File: src/rtl/uart_core_v2.sv
// uart_core_v2: parameterised full-duplex UART, valid/ready on both sides,
// oversampled majority-voted receiver with parity, framing and overrun reporting.
module uart_core_v2 #(
  parameter int CLK_FREQ   = 125000000,
  parameter int BAUD_RATE  = 115200,
  parameter int OVERSAMPLE = 16,
  parameter int DATA_BITS  = 8,
  parameter int PARITY     = 0,
  parameter int STOP_BITS  = 1
) (
  input  logic                 clk,
  input  logic                 rst,
  input  logic                 tx_valid,
  output logic                 tx_ready,
  input  logic [DATA_BITS-1:0] tx_data,
  output logic                 tx_serial,
  input  logic                 rx_serial,
  output logic                 rx_valid,
  input  logic                 rx_ready,
  output logic [DATA_BITS-1:0] rx_data,
  output logic                 rx_parity_err,
  output logic                 rx_frame_err,
  output logic                 rx_overrun
);
  localparam int TD = (CLK_FREQ / (BAUD_RATE * OVERSAMPLE)) < 1 ? 1 : CLK_FREQ / (BAUD_RATE * OVERSAMPLE);
  localparam int BIT_CYCLES = TD * OVERSAMPLE;
  localparam int STOP_CYCLES = STOP_BITS * BIT_CYCLES;
  localparam int CW = $clog2(STOP_CYCLES) + 1;
  localparam int IW = $clog2(DATA_BITS) + 1;
  localparam int TW = $clog2(TD) + 1;
  localparam int SW = $clog2(OVERSAMPLE) + 1;
  localparam logic [CW-1:0] BIT_END = CW'(BIT_CYCLES - 1);
  localparam logic [CW-1:0] STOP_END = CW'(STOP_CYCLES - 1);
  localparam logic [IW-1:0] IDX_END = IW'(DATA_BITS - 1);
  localparam logic [TW-1:0] TICK_END = TW'(TD - 1);
  localparam logic [SW-1:0] S_MID = SW'(OVERSAMPLE / 2);
  localparam logic [SW-1:0] S_END = SW'(OVERSAMPLE - 1);
  localparam logic ODD = PARITY == 1;

  typedef enum logic [2:0] {IDLE, START, DATA, PAR, STOP, WAIT_HIGH} state_t;

  state_t tx_st, tx_nx;
  logic [CW-1:0] tx_cnt;
  logic [IW-1:0] tx_idx;
  logic [DATA_BITS-1:0] tx_sh;
  logic tx_par, tx_end;

  assign tx_end = tx_cnt == (tx_st == STOP ? STOP_END : BIT_END);
  assign tx_ready = tx_st == IDLE;
  assign tx_serial = tx_st == START ? 1'b0 : tx_st == DATA ? tx_sh[0] : tx_st == PAR ? tx_par : 1'b1;

  always_comb begin
    tx_nx = tx_st;
    case (tx_st)
      IDLE:    tx_nx = tx_valid ? START : IDLE;
      START:   tx_nx = tx_end ? DATA : START;
      DATA:    tx_nx = tx_end && tx_idx == IDX_END ? (PARITY != 0 ? PAR : STOP) : DATA;
      PAR:     tx_nx = tx_end ? STOP : PAR;
      STOP:    tx_nx = tx_end ? IDLE : STOP;
      default: tx_nx = IDLE;
    endcase
  end

  always_ff @(posedge clk) begin
    if (rst) begin
      tx_st <= IDLE;
      tx_cnt <= '0;
      tx_idx <= '0;
      tx_sh <= '0;
      tx_par <= 1'b0;
    end else begin
      tx_st <= tx_nx;
      tx_cnt <= tx_st == IDLE || tx_end ? '0 : tx_cnt + 1'b1;
      if (tx_st == IDLE && tx_valid) begin
        tx_sh <= tx_data;
        tx_par <= (^tx_data) ^ ODD;
      end
      if (tx_st == DATA && tx_end) begin
        tx_sh <= tx_sh >> 1;
        tx_idx <= tx_idx + 1'b1;
      end
      if (tx_st != DATA) tx_idx <= '0;
    end
  end

  state_t rx_st, rx_nx;
  logic s1, s2, s3;
  logic [TW-1:0] tdiv;
  logic [SW-1:0] scnt;
  logic [IW-1:0] rx_idx;
  logic [DATA_BITS-1:0] rx_sh;
  logic v0, v1, perr;
  logic tick, detect, smp, bit_end, maj, done;

  // s3 is the previous synchronized sample, used only for falling-edge start detection
  assign tick = tdiv == TICK_END;
  assign detect = rx_st == IDLE && s3 && !s2;
  assign smp = tick && scnt == S_MID + 1'b1;
  assign bit_end = tick && scnt == S_END;
  assign maj = (v0 & v1) | (v0 & s2) | (v1 & s2);
  assign done = rx_st == STOP && smp;

  always_comb begin
    rx_nx = rx_st;
    case (rx_st)
      IDLE:      rx_nx = detect ? START : IDLE;
      START:     rx_nx = smp && maj ? IDLE : bit_end ? DATA : START;
      DATA:      rx_nx = bit_end && rx_idx == IDX_END ? (PARITY != 0 ? PAR : STOP) : DATA;
      PAR:       rx_nx = bit_end ? STOP : PAR;
      STOP:      rx_nx = smp ? (maj ? IDLE : WAIT_HIGH) : STOP;
      WAIT_HIGH: rx_nx = s2 ? IDLE : WAIT_HIGH;
      default:   rx_nx = IDLE;
    endcase
  end

  always_ff @(posedge clk) begin
    if (rst) begin
      rx_st <= IDLE;
      {s3, s2, s1} <= 3'b111;
      tdiv <= '0;
      scnt <= '0;
      rx_idx <= '0;
      rx_sh <= '0;
      v0 <= 1'b0;
      v1 <= 1'b0;
      perr <= 1'b0;
    end else begin
      rx_st <= rx_nx;
      {s3, s2, s1} <= {s2, s1, rx_serial};
      tdiv <= detect || tick ? '0 : tdiv + 1'b1;
      scnt <= detect ? '0 : tick ? (scnt == S_END ? '0 : scnt + 1'b1) : scnt;
      if (tick && scnt == S_MID - 1'b1) v0 <= s2;
      if (tick && scnt == S_MID) v1 <= s2;
      if (rx_st == DATA && smp) rx_sh <= {maj, rx_sh[DATA_BITS-1:1]};
      if (rx_st == DATA && bit_end) rx_idx <= rx_idx + 1'b1;
      if (rx_st != DATA) rx_idx <= '0;
      if (detect) perr <= 1'b0;
      if (rx_st == PAR && smp) perr <= maj ^ (^rx_sh) ^ ODD;
    end
  end

  always_ff @(posedge clk) begin
    if (rst) begin
      rx_valid <= 1'b0;
      rx_data <= '0;
      rx_parity_err <= 1'b0;
      rx_frame_err <= 1'b0;
      rx_overrun <= 1'b0;
    end else begin
      rx_overrun <= done && rx_valid && !rx_ready;
      if (done && (!rx_valid || rx_ready)) begin
        rx_valid <= 1'b1;
        rx_data <= rx_sh;
        rx_parity_err <= perr;
        rx_frame_err <= !maj;
      end else if (rx_valid && rx_ready) begin
        rx_valid <= 1'b0;
        rx_parity_err <= 1'b0;
        rx_frame_err <= 1'b0;
      end
    end
  end
endmodule

File: config.mk
export PLATFORM = sky130hd
export DESIGN_NAME = uart_core_v2
export DESIGN_NICKNAME = d
export VERILOG_FILES = /design/src/rtl/uart_core_v2.sv
export SDC_FILE = /design/constraint.sdc
export NUM_CORES = 1
export LEC_CHECK = 0
export ABC_AREA = 1
export BUFFER_PORTS_ARGS = -buffer_cell sky130_fd_sc_hd__buf_2
export CORE_MARGIN = 2
export CORE_UTILIZATION = 57
export DETAILED_ROUTE_END_ITERATION = 7
export PLACE_DENSITY_LB_ADDON = 0.1
export SLEW_MARGIN = 20
export SYNTH_ARGS = -nofsm -noshare
export SYNTH_HDL_FRONTEND = slang
export SYNTH_SLANG_ARGS = --single-unit
export TNS_END_PERCENT = 100
File: constraint.sdc
create_clock -name clk -period 3.4 [get_ports clk]
set_input_delay 0.34 -clock clk [delete_from_list [all_inputs] [get_ports clk]]
set_output_delay 0.34 -clock clk [all_outputs]
set_load 0.05 [all_outputs]
==> flow_summary.ini <==
[placed_design]
hpwl_um = 5160
placed_area_sq_um = 3840
gp_congestion = 0.901
io_buffers = 26

[sta]
min_period_ns = 2.16
slew_headroom_pct = 64.4
rsz0062_at_grt = false
drv_slew = 0
fin_skew_ns = 0.00911
tightest_slew_ns = 0.534
finalCritPeriodShare_pct = 63.4
finalHoldViolations = 0
finalSetupTns_ns = 0
setup_viol = 0
fmax_mhz = 464

[yosys]
syn_avg_cell_area_sq_um = 7.13
synth_top_cell_by_area = dfxtp_1
synth_cells = 514
ys_seq_elements = 74
synth_area_leaders = dfxtp_1 (40%), nand2_1 (13%), a21oi_1 (6.3%), inv_1 (6.1%), nand3_1 (5.6%)
synth_edf_count = 0
synthArstFlopShare_pct = 0
synth_seq_area_share_pct = 40.4
yosysUniqueCellTypes = 37
yosys.area.top_type_share_pct = 40.4
synth_flop_cell = dfxtp_1
synth_nets = 535
synth.cell_area_sq_um = 3660
ys_warn_count = 0

[setup_path]
cp_max_fo = 10
worstSetupPathType = flop to primary output
cp_num_buf_inv = 4
start_kind = flop
cp_slowest_stage_delay_ns = 0.39
cp-end-kind = primary output
slowest_stage = nor3_4
cp_cell_sequence = inv_1 > nor3_4 > inv_1 > o221ai_1 > inv_1 > buf_2
required_ns = 3.06
r2r_slack_ns = 1.57
crit_family = buffers and inverters
critPathMostFrequentCell = inv_1
arrival_ns = 1.82

[cells_and_area]
area_growth_pct = 11.8
antennaDiodeCount = 0
final_cell_area_sq_um = 4100
utilization_pct = 65.3
nNetsFinal = 564
drive_above_1_share_pct = 13.0

[detailed_routing]
ant_nets = 0
viasPerCell = 5.16
vias = 3226
wl_um = 6970
drtIter0Drc = 127
drc = 0
post_drt_wl_per_cell_um = 11.1
firstDrtPassIters = 4

[clock_network]
cts_setup_buffers = 0
cts-resized-gates = 0
htreeDepth = 3
cts_buffers = 9
path_clk_slew_ns = 0.08
cts.sinks = 74
cts_hold_repair.buffers = 0
cts_tree = built
clk_latency_ns = 0.34
cts.path.max_buffers = 2
cts_root_buffer = clkbuf_8

[floorplan]
chipWidth_um = 84.2
die-area_sq_um = 7090
initial_core_util_pct = 58.4
rows = 29
die_h_um = 84.2
fp.coreArea_sq_um = 6280
pin_count = 27

[global_routing]
antenna_found_initial = 0
grt_max_degree = 32
grt_overflow = 0
grt_pass1_wl_um = 12100
grt_usage_pct = 20.7
grt_pass1_vias = 2855

[min_path]
hold_path.class = input port to flop

[pwr]
pwr_density_cell_nw_per_um2 = 448
max-vdd-ir-drop_mv = 0.329
leakage_nw = 1.61
p_total_mw = 1.83

[job]
cap_violations = 0

[outcome]
status = complete, no violations
[flip-flops by register name, indices dropped and copies added, names as in the netlist, 3 cells and up]
register / count
rx_data: 8
rx_idx: 4
rx_sh: 8
rx_st: 3
scnt: 5
tdiv: 8
tx_cnt: 12
tx_idx: 4
tx_sh: 8
tx_st: 3
[cell usage in the layout (no fill, tap or decap), types with 2 or more instances in the layout]
master,netlist,routed
nor2_1,42,42
xor2_1,7,7
o21ai_0,18,18
nand3_1,41,41
inv_2,6,6
bufinv_16,0,3
nand3_2,2,2
nor3_4,2,2
nand3b_1,2,2
nand2_1,124,124
buf_2,2,26
ha_1,8,8
or2_2,2,2
a21oi_1,46,46
a211oi_1,2,2
nor2_4,6,6
xnor2_1,7,7
a31oi_1,4,4
clkbuf_8,0,11
nand4_1,16,16
clkinv_1,4,4
dfxtp_1,74,74
nor3_1,14,14
nand2_2,5,5
inv_1,60,60
nor2_2,3,3
[synthesized netlist by cell type (2+ instances only)]
cell type	n
nand2_1	124
dfxtp_1	74
inv_1	60
a21oi_1	46
nor2_1	42
nand3_1	41
o21ai_0	18
nand4_1	16
nor3_1	14
ha_1	8
xnor2_1	7
xor2_1	7
inv_2	6
nor2_4	6
nand2_2	5
a31oi_1	4
clkbuf_1	4
clkinv_1	4
nor2_2	3
a211oi_1	2
buf_2	2
buf_6	2
nand3_2	2
nand3b_1	2
nor3_4	2
or2_2	2
[area by class of cell]
cell class                      count  area (sq um)
Multi-Input combinational cell    361          1870
Tap cell                           77          96.3
Sequential cell                    74          1480
Clock buffer                       12           155
Timing Repair Buffer               27           138
Inverter                           70           263
Fill cell                         547          2180
Clock inverter                      4          97.6
[routing by layer]
layer	GRT usage [%]	up-vias	routed length, um
met1	26.6	1435	3390
met5	0	-	0
met2	33.5	53	3240
met3	3.44	12	222
met4	11.0	0	117
li1	-	1726	-
[metrics by stage]
stage	hold WS, ns	std cells	setup slack, ns
floorplan	0.389	514	1.88
global placement	0.403	609	1.32
detailed placement	0.399	609	1.29
CTS	0.188	625	1.23
global route	0.192	625	1.10
finish	0.198	625	1.24
[final timing paths]
| path | endpoint | cells after the start | from |
|---|---|---|---|
| max | tx_serial | 6 | tx_st[1] |
| min | s1 | 2 | rx_serial |
| max reg2reg | rx_data[3] | 9 | tdiv[0] |
| min reg2reg | s2 | 1 | s1 |
[report_power, final]
part,switching [mW],leakage (nW),internal [mW]
logic,0.0635,0.892,0.0361
registers,0.0102,0.599,0.881
clock network,0.316,0.123,0.528
[worst register-to-register path: cells and delay by family, from the launching register on]
family | cells | cell delay (ns)
AO/OA/AOI/OAI | 1 | 0.06
adder cells (fa/ha/maj) | 1 | 0.17
buffers and inverters | 1 | 0.06
flip-flops | 1 | 0.34
AND/OR/NAND/NOR | 6 | 1.07
[logic make-up after synthesis]
kind of cell | synth area share (%)
xor gates and xnor gates | 3.35
and+or+nand+nor | 34.2
adders and majority gates | 2.73
buffers and inverters | 8.67
DFF | 40.4
AOI/OAI and AO/OA | 10.6
No activity file was read; power rests on OpenSTA's default activity.
